==> config.mk <==
export PLATFORM = sky130hd
export DESIGN_NAME = booth_mult
export DESIGN_NICKNAME = d
export VERILOG_FILES = /design/src/rtl/booth_mult.sv
export SDC_FILE = /design/constraint.sdc
export NUM_CORES = 1
export LEC_CHECK = 0
export BUFFER_PORTS_ARGS = -buffer_cell sky130_fd_sc_hd__buf_2
export CAP_MARGIN = 25
export CORE_UTILIZATION = 58
export DETAILED_ROUTE_END_ITERATION = 12
export GPL_TIMING_DRIVEN = 0
export PLACE_DENSITY_LB_ADDON = 0.3
export SKIP_CTS_REPAIR_TIMING = 1
export SLEW_MARGIN = 40
export SYNTH_ARGS = -nofsm -noshare
export SYNTH_HDL_FRONTEND = slang
export SYNTH_SLANG_ARGS = --single-unit
==> constraint.sdc <==
create_clock -name Clk -period 4.9 [get_ports Clk]
set_input_delay 0.49 -clock Clk [delete_from_list [all_inputs] [get_ports Clk]]
set_output_delay 0.49 -clock Clk [all_outputs]
set_load 0.03 [all_outputs]
==> src/rtl/booth_mult.sv <==
`default_nettype none
// ============================================================================
//  Module      : booth_mult
//  Description : Sequential signed multiplier, radix-2 Booth, one step per
//                clock. Hi/Lo hold the last full-width product.
//  Revision    : 1.0 - initial release
// ============================================================================
module booth_mult #(
    parameter int WIDTH = 32,
    parameter int CNT_W = 6
) (
    input  logic             Clk,
    input  logic             Reset,
    input  logic             Start,
    input  logic [WIDTH-1:0] A,
    input  logic [WIDTH-1:0] B,
    output logic [WIDTH-1:0] Hi,
    output logic [WIDTH-1:0] Lo,
    output logic             Done,
    output logic             Busy
);

    typedef enum logic [1:0] {
        S_IDLE = 2'd0,
        S_RUN  = 2'd1,
        S_DONE = 2'd2
    } state_t;

    localparam logic [CNT_W-1:0] c_lastStep = CNT_W'(WIDTH - 1);
    localparam logic [CNT_W-1:0] c_one      = CNT_W'(1);

    state_t           r_state;
    state_t           w_nextState;
    logic [WIDTH:0]   r_m;
    logic [WIDTH:0]   r_acc;
    logic [WIDTH-1:0] r_q;
    logic             r_q1;
    logic [CNT_W-1:0] r_count;
    logic [WIDTH-1:0] r_hi;
    logic [WIDTH-1:0] r_lo;

    logic [WIDTH:0]   w_accSum;
    logic [WIDTH:0]   w_accNext;
    logic [WIDTH-1:0] w_qNext;
    logic             w_lastStep;

    // Accumulator is one bit wider than the operands so -2^(WIDTH-1) is exact.
    always_comb begin
        w_accSum = r_acc;
        case ({r_q[0], r_q1})
            2'b01:   w_accSum = r_acc + r_m;
            2'b10:   w_accSum = r_acc - r_m;
            default: w_accSum = r_acc;
        endcase
    end

    assign w_accNext  = {w_accSum[WIDTH], w_accSum[WIDTH:1]};
    assign w_qNext    = {w_accSum[0], r_q[WIDTH-1:1]};
    assign w_lastStep = (r_count == c_lastStep);

    always_ff @(posedge Clk or negedge Reset) begin
        if (!Reset) begin
            r_state <= S_IDLE;
        end else begin
            r_state <= w_nextState;
        end
    end

    always_comb begin
        w_nextState = r_state;
        case (r_state)
            S_IDLE:  if (Start) w_nextState = S_RUN;
            S_RUN:   if (w_lastStep) w_nextState = S_DONE;
            S_DONE:  w_nextState = S_IDLE;
            default: w_nextState = S_IDLE;
        endcase
    end

    always_ff @(posedge Clk or negedge Reset) begin
        if (!Reset) begin
            r_m     <= '0;
            r_acc   <= '0;
            r_q     <= '0;
            r_q1    <= 1'b0;
            r_count <= '0;
            r_hi    <= '0;
            r_lo    <= '0;
        end else begin
            case (r_state)
                S_IDLE: begin
                    if (Start) begin
                        r_m     <= {A[WIDTH-1], A};
                        r_acc   <= '0;
                        r_q     <= B;
                        r_q1    <= 1'b0;
                        r_count <= '0;
                    end
                end
                S_RUN: begin
                    r_acc   <= w_accNext;
                    r_q     <= w_qNext;
                    r_q1    <= r_q[0];
                    r_count <= r_count + c_one;
                    // Result registers move only here, so the old product stays readable.
                    if (w_lastStep) begin
                        r_hi <= w_accNext[WIDTH-1:0];
                        r_lo <= w_qNext;
                    end
                end
                default: begin
                end
            endcase
        end
    end

    assign Hi   = r_hi;
    assign Lo   = r_lo;
    assign Done = (r_state == S_DONE);
    assign Busy = (r_state != S_IDLE);

endmodule
`default_nettype wire

==> run metrics <==
estimated wirelength of the detail-placed design=18.99 mm; FF+latch count, synth=169; CTS buffer count=17; vias in the first global route=7934; final hold vios=0; commonest cells after routing, fill and taps aside=261 x nand2_1, 169 x dfrtp_1, 137 x buf_2, 103 x nor2_1, 82 x o21ai_0; switching pwr=4.263 mW; fraction of registers with async set/reset=100.0%; root buffer cell=clkbuf_16; Worst-Skew Late Latency=440 ps; Layout area overhead=17.81%; DIE WIDTH=128.8 um; detailed-router iteration count before antenna repair=5; outcome=finished clean; number of synthesized flops with an enable pin=0; Clk network pwr share=15.8%; Max Slew Vio Count=0; Sw Share=47.78%; delay-heaviest family, CP=simple AND/OR/NAND/NOR gates; Cell Count Post-Placement=1449; worst path buffer plus inverter count=0; die area=0.01659 sq mm; share of post-route cells with drive strength above 1=14.95%; slew at the pin with the worst max-slew slack=767.6 ps; FF-to-FF Start=r_m[7]; final instance area=0.01099 sq mm; diodes inserted=0; max incr delay on CP=550 ps; Worst setup SP type=flop; synthesized cell area=0.009328 sq mm; syn avg cell area=8.449 sq um; Layout Skew=11.47 ps; crit-path max FO=6; crit path DAT=4860 ps; Ports=133; Final min period=4565 ps; core area=0.01543 sq mm; leakage power=5.332 nW; Max-cap violations=0; WP data required=5200 ps; period utilisation layout=93.17%; global route total overflow=0; worst hold path type=input pin to flop; combinational share of power=59.2%; CTS clk-pin slew, worst paths=70 ps; final hold slack=231.8 ps; setup TNS=0 ps; final net count=1361; r2r worst-path depth=18; nature of the critical path endpoint=flop; Seq/Total Area, Yosys=45.34%; chip height=128.8 um; H-Tree Level Count=4; critical path class=flop to flop; RSZ-0062 raised after global routing=no; CP Capture Point=r_acc[29]; gpl congestion=0.9003; worst reg2reg setup slack=330 ps; clk sinks=169; fmax=219.0 MHz; Synth warnings=0; FP Rows=45; Critical Path, Cell by Cell=or4_4, nor3_4, nand2_1, nor2_1, and2_2, nand2_1, nor3_1, nor2_1, xnor2_1, ha_1, a21oi_1, nand2b_1, a2111oi_4, nor2_1, a221oi_1, xnor2_1, mux2i_2, o21ai_0; Worst path depth=18; fin cells=1482; Syn Nets=1207; I/O Buffers=132; Slowest-stage cell, CP=or4_4; Avg WL per Cell=17.14 um; synthesized instance count=1104; Longest Clk Path Bufs=2; Pwr Density=811.9 mW/mm^2; maximum VDD drop=0.4347 mV; largest net degree at the start of global routing=78; CTS tree=built; antenna viol nets, final=0; Top FF cell, synth=dfrtp_1; Synth cell types=61; Placed Area=0.01032 sq mm; Critical Path Most Common Cell=nor2_1; Power Total=8.922 mW; Vias/cell=5.871; Initial Util=60.46%; commonest non-fill, non-tap cell in the layout=nand2_1; Critical R2R Capture=r_acc[29]; Relative slew margins=48.83%; initial antenna violation count=0; first-pass GRT wire length=40.78 mm; All-Layer GR Usage=32.29%; DR iter-0 viols=660; total number of vias=8701; worst setup path start=r_m[7]; Internal Power=4.659 mW; share of power burned in registers=25.0%; final WL=25.40 mm; Final Setup Violations=0; number of remaining DRC errors=0
[layout make-up]
cell class | instances | area, sq um
multi-input combinational | 849 | 4807
fill | 1245 | 4438
sequential | 169 | 4229
timing repair buffer | 135 | 735.7
clock buffer | 18 | 439.2
tap | 211 | 264.0
buffer | 68 | 262.8
clock inverter | 14 | 183.9
inverter | 18 | 67.56
[state kept, by name, summed over array words and instances, names as in the netlist]
register,flops
Hi,32
Lo,32
r_acc,32
r_count,6
r_m,32
r_q,32
r_q1,1
r_state,2
[power by group through the flow]
stage	Sequential, mW	Combinational (mW)	Clock, mW
3_5_place_dp	2.23	5.09	0
2_1_floorplan	2.11	3.86	0
6_report	2.23	5.28	1.41
4_1_cts	2.21	5.14	1.42
5_1_grt	2.28	5.82	1.48
3_3_place_gp	2.21	4.96	0
[worst min-delay path by stage]
stage,cells past startpoint,start,end
floorplan,0,Reset,Hi[0]
global placement,2,Lo[5],Lo[5]
detailed placement,1,Reset,Lo[11]
CTS,1,Reset,Lo[11]
global route,3,A[30],r_m[30]
finish,3,A[28],r_m[28]
[kinds of logic (layout without fill, tap and decap cells)]
| group | count (synthesis) | count (layout) | share of synthesized area [%] |
|---|---|---|---|
| compound gates | 256 | 256 | 16.30 |
| buf+inv | 86 | 253 | 3.541 |
| mux | 15 | 15 | 1.784 |
| xor+xnor | 58 | 58 | 5.446 |
| flops | 169 | 169 | 45.34 |
| simple gates | 484 | 484 | 22.68 |
| fa+ha+maj | 36 | 36 | 4.909 |
[through the flow]
step	setup WS (ps)	utilization (%)
2_1_floorplan	1049	-
3_3_place_gp	172.7	66.46
3_5_place_dp	115.1	66.92
4_1_cts	71.52	70.96
5_1_grt	6.978	71.23
6_report	334.7	71.23
[synthesized netlist by cell type (3+ instances only)]
cell type | number | share of area (%)
and4_1 | 3 | 0.28
xnor2_1 | 52 | 4.9
and3_1 | 8 | 0.54
o21a_1 | 4 | 0.32
dfrtp_1 | 169 | 45
nor2b_1 | 10 | 0.67
nand4_1 | 8 | 0.54
o21bai_1 | 5 | 0.40
o21ai_0 | 82 | 4.4
buf_1 | 7 | 0.28
a21o_1 | 15 | 1.2
o31ai_1 | 8 | 0.64
nor2_1 | 103 | 4.1
a21oi_1 | 75 | 4.0
a221oi_1 | 3 | 0.28
nand3_1 | 40 | 2.1
o211ai_1 | 4 | 0.32
inv_1 | 18 | 0.72
o22ai_1 | 23 | 1.5
xor2_1 | 6 | 0.56
buf_2 | 6 | 0.32
or3_1 | 5 | 0.34
a22oi_1 | 8 | 0.64
mux2_2 | 3 | 0.36
clkbuf_1 | 55 | 2.2
mux2i_1 | 11 | 1.2
nand2b_1 | 7 | 0.47
ha_1 | 35 | 4.7
nand2_1 | 261 | 11
and2_1 | 4 | 0.27
a31oi_1 | 11 | 0.74
nor3_1 | 18 | 0.97
[worst register-to-register path, delay by kind of cell, from the launching register on]
kind	cells	cell delay (ps)
multiplexers	1	270
flip-flops	1	430
AO/OA/AOI/OAI	4	1120
XOR/XNOR	2	340
AND/OR/NAND/NOR	10	1940
adder cells (fa/ha/maj)	1	330
[routing by layer]
layer / GRT usage (%) / vias up / part of all wire (%)
li1: - / 4111 / -
met1: 45.74 / 4168 / 45
met2: 50.11 / 371 / 45
met3: 6.112 / 51 / 7.7
met4: 10.87 / 0 / 2.5
met5: 0 / - / 0
No activity file was read; power rests on OpenSTA's default activity.
